[src/rtl/sargantana_icache_flush_seq_if.sv]
// Purpose: port bundle for the icache valid-bit flush sequencer. It carries the
//          flush handshake from the icache controller, the refill valid-bit write
//          request and grant, the valid-array write port, and status outputs.
// Modports:
//   slave  - the sequencer: takes flush/fill requests, drives grant, array
//            write port, busy, done and flush count
//   master - the environment: drives requests, observes everything else
interface sargantana_icache_flush_seq_if #(
    parameter int unsigned IDX_WIDTH = 6,
    parameter int unsigned N_WAY     = 4
);
    logic                 flush_req_i;
    logic                 fill_wr_req_i;
    logic [IDX_WIDTH-1:0] fill_wr_idx_i;
    logic [N_WAY-1:0]     fill_wr_way_i;
    logic                 fill_wr_gnt_o;
    logic                 vbit_wr_en_o;
    logic [IDX_WIDTH-1:0] vbit_wr_idx_o;
    logic [N_WAY-1:0]     vbit_wr_mask_o;
    logic                 vbit_wr_data_o;
    logic                 busy_o;
    logic                 flush_done_o;
    logic [15:0]          flush_cnt_o;

    modport slave (
        input  flush_req_i,
        input  fill_wr_req_i,
        input  fill_wr_idx_i,
        input  fill_wr_way_i,
        output fill_wr_gnt_o,
        output vbit_wr_en_o,
        output vbit_wr_idx_o,
        output vbit_wr_mask_o,
        output vbit_wr_data_o,
        output busy_o,
        output flush_done_o,
        output flush_cnt_o
    );

    modport master (
        output flush_req_i,
        output fill_wr_req_i,
        output fill_wr_idx_i,
        output fill_wr_way_i,
        input  fill_wr_gnt_o,
        input  vbit_wr_en_o,
        input  vbit_wr_idx_o,
        input  vbit_wr_mask_o,
        input  vbit_wr_data_o,
        input  busy_o,
        input  flush_done_o,
        input  flush_cnt_o
    );
endinterface

[src/rtl/sargantana_icache_flush_seq.sv]
// Purpose: walks every set of the icache valid-bit array on a flush request,
//          clearing all ways one index per cycle, then pulses flush_done_o for
//          one cycle. Owns the single valid-array write port and arbitrates it
//          between the flush walk and refill valid-bit writes (refill stalls
//          while a walk is in progress).
// Ports:
//   clk_i  - clock, rising edge
//   rstn_i - asynchronous active-low reset
//   bus    - slave side of sargantana_icache_flush_seq_if (flush request,
//            refill write request/grant, valid-array write port, busy, done,
//            completed-flush count)
// Build option: define ICACHE_FLUSH_CNT_EN to build a saturating 16-bit
//               completed-flush counter; otherwise flush_cnt_o is tied to 0.
module sargantana_icache_flush_seq #(
    parameter int unsigned IDX_WIDTH = 6,
    parameter int unsigned N_WAY     = 4
) (
    input  logic                          clk_i,
    input  logic                          rstn_i,
    sargantana_icache_flush_seq_if.slave  bus
);
    localparam int unsigned N_SETS   = 2 ** IDX_WIDTH;
    localparam logic [IDX_WIDTH-1:0] LAST_IDX = IDX_WIDTH'(N_SETS - 1);

    typedef enum logic [1:0] {
        IDLE = 2'd0,
        WALK = 2'd1,
        DONE = 2'd2
    } state_e;

    state_e               state;
    logic [IDX_WIDTH-1:0] idx;
    logic                 armed;

    // Sequencer state; armed re-arms only once the request has been seen low,
    // so a request held across completion cannot start a second walk.
    always_ff @(posedge clk_i or negedge rstn_i) begin
        if (!rstn_i) begin
            state <= IDLE;
            idx   <= '0;
            armed <= 1'b1;
        end else begin
            if (!bus.flush_req_i) begin
                armed <= 1'b1;
            end
            case (state)
                IDLE: begin
                    if (bus.flush_req_i && armed) begin
                        state <= WALK;
                        idx   <= '0;
                        armed <= 1'b0;
                    end
                end
                WALK: begin
                    idx <= idx + IDX_WIDTH'(1);
                    if (idx == LAST_IDX) begin
                        state <= DONE;
                    end
                end
                DONE:    state <= IDLE;
                default: state <= IDLE;
            endcase
        end
    end

    // Write-port mux and status decode; depends only on state, idx and the
    // fill inputs. Reset gating keeps every output at 0 while rstn_i is low.
    always_comb begin
        bus.fill_wr_gnt_o  = 1'b0;
        bus.vbit_wr_en_o   = 1'b0;
        bus.vbit_wr_idx_o  = '0;
        bus.vbit_wr_mask_o = '0;
        bus.vbit_wr_data_o = 1'b0;
        bus.busy_o         = 1'b0;
        bus.flush_done_o   = 1'b0;
        case (state)
            IDLE: begin
                if (rstn_i && bus.fill_wr_req_i) begin
                    bus.fill_wr_gnt_o  = 1'b1;
                    bus.vbit_wr_en_o   = 1'b1;
                    bus.vbit_wr_idx_o  = bus.fill_wr_idx_i;
                    bus.vbit_wr_mask_o = bus.fill_wr_way_i;
                    bus.vbit_wr_data_o = 1'b1;
                end
            end
            WALK: begin
                bus.vbit_wr_en_o   = 1'b1;
                bus.vbit_wr_idx_o  = idx;
                bus.vbit_wr_mask_o = '1;
                bus.busy_o         = 1'b1;
            end
            DONE: begin
                bus.flush_done_o = 1'b1;
            end
            default: begin
            end
        endcase
    end

`ifdef ICACHE_FLUSH_CNT_EN
    logic [15:0] flush_cnt;

    // Completed-flush counter, saturating at all ones.
    always_ff @(posedge clk_i or negedge rstn_i) begin
        if (!rstn_i) begin
            flush_cnt <= '0;
        end else if (state == DONE && flush_cnt != 16'hFFFF) begin
            flush_cnt <= flush_cnt + 16'd1;
        end
    end

    assign bus.flush_cnt_o = flush_cnt;
`else
    assign bus.flush_cnt_o = 16'd0;
`endif

endmodule

[src/flat_wrapper.sv]
// flat-port wrapper written by rule: the top's interface ports become plain ports
module sargantana_icache_flush_seq_flat 
#(
    parameter int unsigned IDX_WIDTH = 6,
    parameter int unsigned N_WAY     = 4
)
  (clk_i, rstn_i, bus_flush_req_i, bus_fill_wr_req_i, bus_fill_wr_idx_i, bus_fill_wr_way_i, bus_fill_wr_gnt_o, bus_vbit_wr_en_o, bus_vbit_wr_idx_o, bus_vbit_wr_mask_o, bus_vbit_wr_data_o, bus_busy_o, bus_flush_done_o, bus_flush_cnt_o);
  sargantana_icache_flush_seq_if #(.IDX_WIDTH(IDX_WIDTH), .N_WAY(N_WAY)) bus_i ();
  input  logic clk_i;
  input  logic rstn_i;
  input wire logic [$bits(bus_i.flush_req_i)-1:0] bus_flush_req_i;
  input wire logic [$bits(bus_i.fill_wr_req_i)-1:0] bus_fill_wr_req_i;
  input wire logic [$bits(bus_i.fill_wr_idx_i)-1:0] bus_fill_wr_idx_i;
  input wire logic [$bits(bus_i.fill_wr_way_i)-1:0] bus_fill_wr_way_i;
  output wire logic [$bits(bus_i.fill_wr_gnt_o)-1:0] bus_fill_wr_gnt_o;
  output wire logic [$bits(bus_i.vbit_wr_en_o)-1:0] bus_vbit_wr_en_o;
  output wire logic [$bits(bus_i.vbit_wr_idx_o)-1:0] bus_vbit_wr_idx_o;
  output wire logic [$bits(bus_i.vbit_wr_mask_o)-1:0] bus_vbit_wr_mask_o;
  output wire logic [$bits(bus_i.vbit_wr_data_o)-1:0] bus_vbit_wr_data_o;
  output wire logic [$bits(bus_i.busy_o)-1:0] bus_busy_o;
  output wire logic [$bits(bus_i.flush_done_o)-1:0] bus_flush_done_o;
  output wire logic [$bits(bus_i.flush_cnt_o)-1:0] bus_flush_cnt_o;
  assign bus_i.flush_req_i = bus_flush_req_i;
  assign bus_i.fill_wr_req_i = bus_fill_wr_req_i;
  assign bus_i.fill_wr_idx_i = bus_fill_wr_idx_i;
  assign bus_i.fill_wr_way_i = bus_fill_wr_way_i;
  assign bus_fill_wr_gnt_o = bus_i.fill_wr_gnt_o;
  assign bus_vbit_wr_en_o = bus_i.vbit_wr_en_o;
  assign bus_vbit_wr_idx_o = bus_i.vbit_wr_idx_o;
  assign bus_vbit_wr_mask_o = bus_i.vbit_wr_mask_o;
  assign bus_vbit_wr_data_o = bus_i.vbit_wr_data_o;
  assign bus_busy_o = bus_i.busy_o;
  assign bus_flush_done_o = bus_i.flush_done_o;
  assign bus_flush_cnt_o = bus_i.flush_cnt_o;
  sargantana_icache_flush_seq #(.IDX_WIDTH(IDX_WIDTH), .N_WAY(N_WAY)) u_core (.clk_i(clk_i), .rstn_i(rstn_i), .bus(bus_i));
endmodule
[config.mk]
export PLATFORM = sky130hd
export DESIGN_NAME = sargantana_icache_flush_seq_flat
export DESIGN_NICKNAME = d
export VERILOG_FILES = /design/src/rtl/sargantana_icache_flush_seq_if.sv /design/src/rtl/sargantana_icache_flush_seq.sv /design/src/flat_wrapper.sv
export SDC_FILE = /design/constraint.sdc
export NUM_CORES = 1
export LEC_CHECK = 0
export BUFFER_PORTS_ARGS = -buffer_cell sky130_fd_sc_hd__buf_2
export CAP_MARGIN = 5
export CORE_MARGIN = 2
export CORE_UTILIZATION = 44
export DETAILED_ROUTE_END_ITERATION = 12
export PLACE_DENSITY = 0.83
export SETUP_SLACK_MARGIN = 0.5
export SLEW_MARGIN = 25
export SYNTH_ARGS = -nofsm -noshare
export SYNTH_HDL_FRONTEND = slang
export SYNTH_SLANG_ARGS = --single-unit
[constraint.sdc]
create_clock -name clk_i -period 2.1 [get_ports clk_i]
set_clock_uncertainty 0.15 [all_clocks]
set_input_delay 0.21 -clock clk_i [delete_from_list [all_inputs] [get_ports clk_i]]
set_output_delay 0.21 -clock clk_i [all_outputs]
set_load 0.005 [all_outputs]
==> results.ini, run 1 <==
[sta]
fmax_ghz=0.595
final.min_clock_period_ps=1680
fin_crit_sh_pct=80.0
finalSetupTns_ps=0
slew_viol_final=0
rsz0062_at_grt=yes
hold_violations=0
setup_viol=0

[synth]
synth_top_area_share_pct=29.3
synth_xor_area_share_pct=0
synthDistinctLibCells=25
synthCells=78
ys_ff_latch=9
synth-edff-count=0
synthAdderAreaFrac_pct=1.83
synth_top_family_by_area=buffers and inverters
avgSynthCellArea_sq_um=8.77
synth_compound_area_share_pct=21.2
synth_common_cells=buf_4 (17), dfrtp_1 (8), nand2_1 (7)
yosys-top-cells-area=dfrtp_1 (29%), buf_4 (19%), a22o_1 (7.7%)
yosysWarnings=0
synth_area_leader_cell=dfrtp_1
synthMuxAreaShare_pct=1.46
ys_seq_area_share_pct=33.1
synth-simple-area-share_pct=18.6
async_flop_share_pct=100
synth.most_common_cell=buf_4
synth_ff_type=dfrtp_1
synth_area_sq_um=684

[cts]
cts_tree=yes
numCtsBuffers=3
root_buffer=clkbuf_4
clk_pin_slew_ps=60
clock_sinks=9
clk_path_buf_depth=2
insertion_delay_ps=260
htree_levels=1

[setup_path]
path_buf_inv=2
path_cells=nor3_4 > buf_4 > a22o_1 > buf_2
cp.depth=4
cpPeakStageDelay_ps=440
reg2reg_depth=4
r2r-start=u_core.state[1]
cpMaxStageDelayCell=dfrtp_2
start_kind=flip-flop
cp-end-kind=output port
ff2ff_setup_slack_ps=640
startpoint=u_core.state[1]
cp_max_fo=6
r2r-end=u_core.idx[5]
critPathArrivalTime_ps=1320
path_delay_family=flip-flops
required_ps=1740
worst-setup-path-type=reg2out

[placed_design]
dpl-instance-area_sq_um=753
finalWeightedCongestion=0.748
dpl.hpwl_mm=1.02
portBuffers=28

[detailed_routing]
ant_nets=0
drt_first_pass_iters=4
drt-initial-drc-count=12
wl_mm=1.46
drc_errors=0
wl_per_cell_microns=11.4
num_vias=628
viasPerCell=4.91

[layout]
drive_above_1_share_pct=38.4
finalNetCount=128
area_growth_pct=24.1
fill_cells=143
insertedDiodeCount=0
fin_area_sq_um=850

[power]
power_uw=876
p_leak_uw=0.000426
vdd_drop_max_v=0.000492
power_density_nw_per_um2=1030

[die]
io_pins=45
core_area_sq_um=1490
core.rowCount=14
die-area_sq_um=1890
die_h_microns=43.4
initial_core_util_pct=46.0
chipWidth_microns=43.4

[global_routing]
antenna_found_initial=0
overflow=0
grtUsageTotal_pct=15.6
grt_pass1_wl_mm=2.20
grt_pass1_vias=526
grt_max_degree=19

[min_path]
min_path_type=in2async

[job]
cap_violations=0

[status]
status=finished clean

-- cell usage in the layout (no fill, tap or decap) --
cell type / Yosys / routed
a21o_1: 4 / 4
a21oi_1: 4 / 4
a22o_1: 6 / 6
buf_2: 1 / 28
buf_4: 17 / 4
buf_6: 2 / 1
clkbuf_1: 0 / 1
clkbuf_4: 0 / 3
conb_1: 1 / 16
dfrtp_1: 8 / 6
dfrtp_2: 0 / 2
dfstp_2: 1 / 1
dlygate4sd3_1: 0 / 2
ha_1: 1 / 1
inv_8: 0 / 1
mux2i_1: 1 / 1
nand2_1: 7 / 7
nand2b_4: 1 / 1
nand3_1: 6 / 6
nand4_1: 1 / 1
nor2_1: 3 / 3
nor2b_1: 1 / 1
nor3_1: 1 / 1
nor3_4: 0 / 1
o21a_1: 2 / 2
o21ai_0: 4 / 4
o31ai_1: 1 / 1
or2_2: 1 / 1
or3_1: 2 / 2
-- what timing repair did --
item                       in CTS  in global routing
gates cloned                    0                  1
setup buffers                   3                  0
pin swaps                       0                  5
resized for setup               5                  3
setup endpoints to repair      14                 13
hold endpoints to repair       10                  0
hold buffers                    2                  0
-- flip-flops by register name, indices dropped and copies added (netlist names) --
register      cells
u_core.state      2
u_core.armed      1
u_core.idx        6
-- routing by layer --
layer	GRT usage [%]	up-vias	part of all wire [%]
met5	0	-	0
met4	9.09	0	0.96
met3	1.25	2	4.8
met2	27.2	26	52
met1	18.6	287	42
li1	-	313	-
-- kinds of logic (layout without fill, tap and decap cells) --
logic type,Yosys count,count (layout)
AOI/OAI and AO/OA,21,21
adders and majority gates,1,1
buffers and inverters,21,40
DFF,9,9
muxes,1,1
other,1,16
and+or+nand+nor,24,24
-- per-stage QoR --
| step | util, % | hold WS [ps] | cells | setup WS, ps |
|---|---|---|---|---|
| after CTS | 56.0 | 282 | 127 | 443 |
| after detailed placement | 50.6 | -69.1 | 118 | 551 |
| after global routing | 57.1 | 304 | 128 | 337 |
| after floorplan | - | -236 | 93 | 697 |
| final | 57.1 | 271 | 128 | 420 |
| after global placement | 50.6 | -74.3 | 118 | 574 |
-- worst register-to-register path: stages, from the launching register on --
cell      delay, ps
dfrtp_2         440
nand2b_4        180
buf_4           150
nor3_1          250
mux2i_1         220
-- power breakdown --
group / switching (uW) / total, uW / leakage [uW] / internal (uW)
Clock: 59.8 / 133 / 0.0000150 / 73.2
Sequential: 89.9 / 333 / 0.000103 / 243
Combinational: 187 / 411 / 0.000308 / 223
Total: 337 / 876 / 0.000426 / 539
-- area by class of cell --
cell class	instances	area (sq um)	share of cell area (%)
clock buffer	4	26.3	3.09
inverter	1	11.3	1.33
multi-input combinational	63	362	42.6
sequential	9	229	27.0
tap	16	20.0	2.36
timing repair buffer	35	201	23.7
-- worst max path at each step --
stage                                 endpoint  slack, ps
final                     bus_vbit_wr_idx_o[4]        420
after global routing      bus_vbit_wr_idx_o[0]        340
after CTS                 bus_vbit_wr_idx_o[0]        440
after detailed placement      bus_vbit_wr_en_o        550
after global placement        bus_vbit_wr_en_o        570
after floorplan           bus_vbit_wr_idx_o[1]        700
Note: power is estimated with default switching activity, not from simulation.
==> run 2: changes to the inputs <==
--- a/config.mk
+++ b/config.mk
@@ -8,9 +8,9 @@
 export BUFFER_PORTS_ARGS = -buffer_cell sky130_fd_sc_hd__buf_2
 export CAP_MARGIN = 5
 export CORE_MARGIN = 2
-export CORE_UTILIZATION = 44
+export CORE_UTILIZATION = 37
 export DETAILED_ROUTE_END_ITERATION = 12
-export PLACE_DENSITY = 0.83
+export PLACE_DENSITY = 0.75
 export SETUP_SLACK_MARGIN = 0.5
 export SLEW_MARGIN = 25
 export SYNTH_ARGS = -nofsm -noshare
==> constraint.sdc (replaced) <==
create_clock -name clk_i -period 1.5 [get_ports clk_i]
set_clock_uncertainty 0.15 [all_clocks]
set_input_delay 0.15 -clock clk_i [delete_from_list [all_inputs] [get_ports clk_i]]
set_output_delay 0.15 -clock clk_i [all_outputs]
set_load 0.005 [all_outputs]
==> run 2 against run 1 <==
Against the previous run:
- the run now ends with negative setup slack left
- count of clock-buffer cells in the layout stayed put
- core utilization is 2.4 points higher
- register-to-register slack worse by 560 ps
- clock power grew 49%
- combinational power is 94% higher
- cell count increased by 13%
- die area up 17%
- wire length increased by 25%
- global-route usage increased by 0.20 points
- worst setup slack got worse by 560 ps
- critical path depth is the same
- via count grew 13%
- largest cell class unchanged
- highest routed layer unchanged
==> results.ini, run 2 (synthesized netlist as in run 1, its figures left out) <==
[layout]
area_growth_pct=50.1  ; was 24.1%
top_regs=u_core.idx x6, u_core.state x2, u_core.armed x1  ; unchanged
insertedDiodeCount=0  ; unchanged
mostFrequentLayoutCells=buf_2 (26), conb_1 (16), buf_4 (8), nand2_1 (7)  ; was buf_2 (28), conb_1 (16), nand2_1 (7)
drive_above_1_share_pct=50.8  ; was 38.4%
fill_cells=134  ; was 143
largest_register_ff_count=6  ; unchanged
finalNetCount=136  ; was 128
final_common_cell=buf_2  ; unchanged
regMostFlops=u_core.idx  ; unchanged

[die]
core_area_sq_um=1730  ; was 1490 sq um
io_pins=45  ; unchanged
die_h_microns=47.0  ; was 43.4 microns
initial_core_util_pct=39.6  ; was 46.0%
chipWidth_microns=47.0  ; was 43.4 microns
core.rowCount=15  ; was 14
die-area_sq_um=2210  ; was 1890 sq um

[placed_design]
finalWeightedCongestion=0.830  ; was 0.748
dpl.hpwl_mm=1.13  ; was 1.02 mm
portBuffers=28  ; unchanged
dpl_worst_slack_ps=88.8  ; was 551 ps

[detailed_routing]
viasPerCell=4.91  ; about the same
drt_first_pass_iters=4  ; unchanged
num_vias=712  ; was 628
ant_nets=0  ; unchanged
wl_per_cell_microns=12.6  ; was 11.4 microns
wl_mm=1.83  ; was 1.46 mm
drc_errors=0  ; unchanged
drt-initial-drc-count=16  ; was 12

[status]
status=complete, but fails checks  ; was finished clean
violations=negative setup slack

[sta]
final.min_clock_period_ps=1640
fin_crit_sh_pct=109
finalSetupTns_ps=-1250  ; was 0 ps
slew_viol_final=0  ; unchanged
hold_violations=0  ; unchanged
fmax_ghz=0.611
setup_viol=11  ; was 0
fin_hold_ws_ps=186  ; was 271 ps
setup_ws_ps=-136  ; was 420 ps
rsz0062_at_grt=yes  ; unchanged

[setup_path]
start_kind=flip-flop  ; unchanged
required_ps=1200  ; was 1740 ps
cp-end-kind=output port  ; unchanged
cp_max_fo=15  ; was 6
critPathArrivalTime_ps=1340  ; was 1320 ps
worst-setup-path-type=reg2out  ; unchanged

[power]
power_density_nw_per_um2=1450  ; was 1030 nW/um^2
vdd_drop_max_v=0.000539  ; was 0.000492 V
p_leak_uw=0.000493  ; was 0.000426 uW

[cts]
clock_sinks=9  ; unchanged
root_buffer=clkbuf_4  ; unchanged
clk_pin_slew_ps=70  ; was 60 ps
clk_path_buf_depth=2  ; unchanged
insertion_delay_ps=270  ; was 260 ps
numCtsBuffers=3  ; unchanged
cts_tree=yes  ; unchanged
htree_levels=1  ; unchanged

[global_routing]
grt_pass1_vias=527  ; was 526
antenna_found_initial=0  ; unchanged
grt_pass1_wl_mm=2.31  ; was 2.20 mm
grt_max_degree=18  ; was 19
overflow=0  ; unchanged
grtUsageTotal_pct=15.8  ; was 15.6%

[job]
cap_violations=0  ; unchanged

[min_path]
min_path_type=in2async  ; unchanged

[run 2: cell types whose count changed in the layout (fill, tap and decap cells not counted), moves of 2 or more]
cell,previous run,this run
buf_6,1,6
buf_4,4,8
buf_2,28,26
nand3_1,6,4
nand3_2,0,2
nor2_1,3,1
nor2_2,0,2
[run 2: worst paths after layout]
| check | from | to | slack, ps | cells past startpoint |
|---|---|---|---|---|
| max in group asynchronous | rstn_i | u_core.armed | 790 | 3 |
| min in group clk_i | bus_flush_req_i | u_core.idx[1] | 190 | 4 |
| min | rstn_i | u_core.idx[5] | 190 | 3 |
| min reg2reg | u_core.armed | u_core.armed | 340 | 2 |
| max reg2reg | u_core.idx[0] | u_core.idx[4] | 80 | 4 |
| max | u_core.state[1] | bus_vbit_wr_idx_o[1] | -140 | 4 |
[run 2: timing repair]
| item | in CTS | in global routing |
|---|---|---|
| endpoints found under the hold margin | 10 | 0 |
| gates cloned | 0 | 0 |
| gates resized for setup | 11 | 11 |
| pin swaps | 3 | 3 |
| hold buffers | 2 | 0 |
| endpoints found under the setup margin | 23 | 24 |
| buffers inserted | 5 | 5 |
[run 2: area by class of cell]
| cell class | count | area (sq um) | share of cell area, % |
|---|---|---|---|
| repair buffers | 43 | 298 | 29.0 |
| flip-flops and latches | 9 | 229 | 22.3 |
| multi-input cells | 63 | 427 | 41.5 |
| inverters | 1 | 16.3 | 1.58 |
| clock buffers | 4 | 26.3 | 2.56 |
| well taps | 25 | 31.3 | 3.05 |
[run 2: through the flow]
| step | instances | instance area [sq um] | util, % | power [uW] |
|---|---|---|---|---|
| floorplan | 93 | 771 | - | 872 |
| global placement | 129 | 812 | 47.0 | 1030 |
| detailed placement | 129 | 812 | 47.0 | 1040 |
| CTS | 140 | 945 | 54.7 | 1350 |
| global route | 145 | 1030 | 59.5 | 1620 |
| finish | 145 | 1030 | 59.5 | 1490 |
[run 2: per-layer routing]
metal | global-route usage (%) | vias up | wire length, microns | share of wire [%]
met4 | 12.2 | 0 | 53 | 2.9
met2 | 24.4 | 20 | 1020 | 56
li1 | - | 323 | - | -
met3 | 3.46 | 6 | 43 | 2.3
met5 | 0 | - | 0 | 0
met1 | 18.9 | 363 | 715 | 39
[run 2: power by group]
group / leakage (uW) / switching, uW / internal (uW)
Sequential: 0.000103 / 153 / 340
Clock: 0.0000150 / 94.8 / 103
Combinational: 0.000374 / 338 / 460
Total: 0.000493 / 587 / 903
[run 2: worst max-delay path, stage by stage, from the launching register on]
cell      delay (ps)
dfrtp_2          430
nand2b_4         190
clkinv_8          90
a22o_1           230
buf_2            120
==> run 3: changes to the inputs <==
--- a/config.mk
+++ b/config.mk
@@ -5,12 +5,13 @@
 export SDC_FILE = /design/constraint.sdc
 export NUM_CORES = 1
 export LEC_CHECK = 0
+export ABC_AREA = 1
 export BUFFER_PORTS_ARGS = -buffer_cell sky130_fd_sc_hd__buf_2
 export CAP_MARGIN = 5
 export CORE_MARGIN = 2
-export CORE_UTILIZATION = 37
+export CORE_UTILIZATION = 36
 export DETAILED_ROUTE_END_ITERATION = 12
-export PLACE_DENSITY = 0.75
+export PLACE_DENSITY = 0.73
 export SETUP_SLACK_MARGIN = 0.5
 export SLEW_MARGIN = 25
 export SYNTH_ARGS = -nofsm -noshare
==> run 3 against run 2 <==
Against the previous run:
- the flow finishes with violations (negative hold slack, negative setup slack)
- sequential power decreased by 2%
- non-clock buffer count down 2
- combinational power grew 110%
- power is 57% higher
- fmax is 1.0% higher
- die area increased by 1.8%
- synthesized cell count grew 19%
- critical path depth up 2
- first-iteration DRC count shrank 25%
- cell count is 10% higher
- area after synthesis shrank 0.73%
- via count up 0.14%
- critical endpoint is now bus_vbit_wr_mask_o[2]
==> results.ini, run 3 <==
[status]
status=complete, but fails checks  ; unchanged
violations=negative hold slack, negative setup slack  ; was negative setup slack

[synth]
yosys-top-cells-area=dfrtp_1 (29%), buf_4 (19%), nand2_1 (11%)  ; was dfrtp_1 (29%), buf_4 (19%), a22o_1 (7.7%)
yosysWarnings=0  ; unchanged
synth_top_area_share_pct=29.5  ; was 29.3%
ys_ff_latch=9  ; unchanged
synth_area_leader_cell=dfrtp_1  ; unchanged
synthCells=93  ; was 78
synth_area_sq_um=679  ; was 684 sq um
synth_common_cells=nand2_1 (20), buf_4 (17), o21ai_0 (12)  ; was buf_4 (17), dfrtp_1 (8), nand2_1 (7)
synth_ff_type=dfrtp_1  ; unchanged
avgSynthCellArea_sq_um=7.31  ; was 8.77 sq um
ys_seq_area_share_pct=33.3  ; was 33.1%
async_flop_share_pct=100  ; unchanged
synthDistinctLibCells=20  ; was 25
synth.most_common_cell=nand2_1  ; was buf_4
synth-edff-count=0  ; unchanged

[cts]
insertion_delay_ps=260  ; was 270 ps
root_buffer=clkbuf_4  ; unchanged
clock_sinks=9  ; unchanged
htree_levels=1  ; unchanged
cts_tree=yes  ; unchanged
clk_path_buf_depth=2  ; unchanged
numCtsBuffers=3  ; unchanged
clk_pin_slew_ps=60  ; was 70 ps

[global_routing]
grtUsageTotal_pct=16.8  ; was 15.8%
use_met3_pct=1.51  ; was 3.46%
antenna_found_initial=0  ; unchanged
grt_pass1_vias=595  ; was 527
overflow=0  ; unchanged
groute.layer.met1.usage_pct=16.4  ; was 18.9%
grt_util_met2_pct=30.8  ; was 24.4%
grt_pass1_wl_mm=2.46  ; was 2.31 mm
grt_busiest_layer=met2  ; unchanged
grt_max_degree=11  ; was 18

[layout]
insertedDiodeCount=0  ; unchanged
top_regs=u_core.idx x6, u_core.state x2, u_core.armed x1  ; unchanged
finalNetCount=151  ; was 136
multiInputGateArea_sq_um=425  ; was 427 sq um
seq_area_sq_um=228  ; was 229 sq um
final_common_cell=buf_2  ; unchanged
area_growth_pct=56.2  ; was 50.1%
fill_cells=153  ; was 134
regMostFlops=u_core.idx  ; unchanged
fin_cells=160  ; was 145
fin_area_sq_um=1060  ; was 1030 sq um
largest_register_ff_count=6  ; unchanged
mostFrequentLayoutCells=buf_2 (26), conb_1 (16), nand2_1 (13), inv_1 (8)  ; was buf_2 (26), conb_1 (16), buf_4 (8), nand2_1 (7)
drive_above_1_share_pct=50.4  ; was 50.8%

[sta]
fmax_ghz=0.617  ; was 0.611 GHz
hold_violations=1  ; was 0
final.min_clock_period_ps=1620  ; was 1640 ps
slew_viol_final=0  ; unchanged
finalSetupTns_ps=-1220  ; was -1250 ps
fin_crit_sh_pct=108  ; was 109%
setup_ws_ps=-120  ; was -136 ps
rsz0062_at_grt=yes  ; unchanged
setup_viol=15  ; was 11
fin_hold_ws_ps=-8.13  ; was 186 ps

[placed_design]
dpl.hpwl_mm=1.17  ; was 1.13 mm
finalWeightedCongestion=0.790  ; was 0.830
dpl_worst_slack_ps=154  ; was 88.8 ps
portBuffers=28  ; unchanged
dpl-instance-area_sq_um=818  ; was 812 sq um
dp_cells=145  ; was 129

[setup_path]
cp-end-kind=output port  ; unchanged
r2r-end=u_core.idx[5]  ; was u_core.idx[4]
start_kind=flip-flop  ; unchanged
startpoint=u_core.state[1]  ; unchanged
r2r-start=u_core.state[0]  ; was u_core.idx[0]
ff2ff_setup_slack_ps=-30  ; was 80 ps
cp_max_fo=5  ; was 15
critPathArrivalTime_ps=1320  ; was 1340 ps
reg2reg_depth=10  ; was 4
required_ps=1200  ; about the same
worst-setup-path-type=reg2out  ; unchanged
cp-endpoint=bus_vbit_wr_mask_o[2]  ; was bus_vbit_wr_idx_o[1]

[die]
die-area_sq_um=2250  ; was 2210 sq um
initial_core_util_pct=38.9  ; was 39.6%
core_area_sq_um=1750  ; was 1730 sq um
chipWidth_microns=47.4  ; was 47.0 microns
io_pins=45  ; unchanged
core.rowCount=15  ; unchanged
die_h_microns=47.4  ; was 47.0 microns

[detailed_routing]
drc_errors=0  ; unchanged
viasPerCell=4.46  ; was 4.91
drt-initial-drc-count=12  ; was 16
wl_mm=1.85  ; was 1.83 mm
num_vias=713  ; was 712
ant_nets=0  ; unchanged
wl_per_cell_microns=11.5  ; was 12.6 microns
drt_first_pass_iters=4  ; unchanged

[power]
vdd_drop_max_v=0.000818  ; was 0.000539 V
p_leak_uw=0.000546  ; was 0.000493 uW
power_density_nw_per_um2=2200  ; was 1450 nW/um^2

[job]
cap_violations=0  ; unchanged

[min_path]
min_path_type=in2reg  ; was in2async

[run 3: changes by cell type after synthesis, moves of 3 or more]
cell	previous run	this run
nand2_1	7	20
a22o_1	6	0
o21ai_0	4	12
nor2_1	3	6
a21oi_1	4	0
inv_1	0	9
a21o_1	4	0
[run 3: logic make-up after synthesis]
kind of cell	synth area share, %
buffers and inverters	27.6
and+or+nand+nor	21.7
adders and majority gates	1.84
DFF	33.3
AOI/OAI and AO/OA	14.9
other	0.552
[run 3: worst min path at each step]
| stage | from | to | slack, ps | cells past startpoint |
|---|---|---|---|---|
| 3_3_place_gp | rstn_i | u_core.idx[5] | -40 | 2 |
| 5_1_grt | bus_flush_req_i | u_core.armed | -9 | 3 |
| 4_1_cts | bus_flush_req_i | u_core.armed | -10 | 3 |
| 6_report | bus_flush_req_i | u_core.armed | -8 | 3 |
| 3_5_place_dp | rstn_i | u_core.state[0] | -40 | 2 |
| 2_1_floorplan | rstn_i | u_core.idx[0] | -300 | 0 |
[run 3: metal layers]
layer	vias up	routed length [microns]	share of wire (%)
li1	349	-	-
met1	320	649	35
met2	34	1000	54
met3	10	102	5.5
met4	0	92	5.0
met5	-	0	0
[run 3: cell type report]
cell class,count,share of cell area [%]
well taps,25,2.95
inverters,11,5.07
clock buffers,4,2.48
repair buffers,41,27.9
flip-flops and latches,9,21.5
multi-input cells,70,40.1
[run 3: power by group]
| group | switching, uW | internal, uW |
|---|---|---|
| registers | 122 | 362 |
| logic | 810 | 852 |
| clock network | 87.3 | 103 |
| total | 1020 | 1320 |
[run 3: through the flow]
step,power [uW],utilization (%)
global route,2550,60.8
floorplan,1180,-
CTS,2000,53.8
detailed placement,1580,46.9
global placement,1540,46.9
finish,2340,60.8
[run 3: worst max-delay path, stage by stage, from the launching register on]
cell,delay (ps)
dfrtp_1,420
inv_2,110
nand2_4,70
buf_12,150
nand2_4,80
o21a_1,120
buf_2,100
[run 3: timing repair]
action | CTS | global route
hold buffers | 2 | 0
resized for setup | 18 | 21
buffers inserted | 5 | 3
setup endpoints to repair | 24 | 24
pin swaps | 6 | 3
gates cloned | 0 | 1
endpoints found under the hold margin | 10 | 0
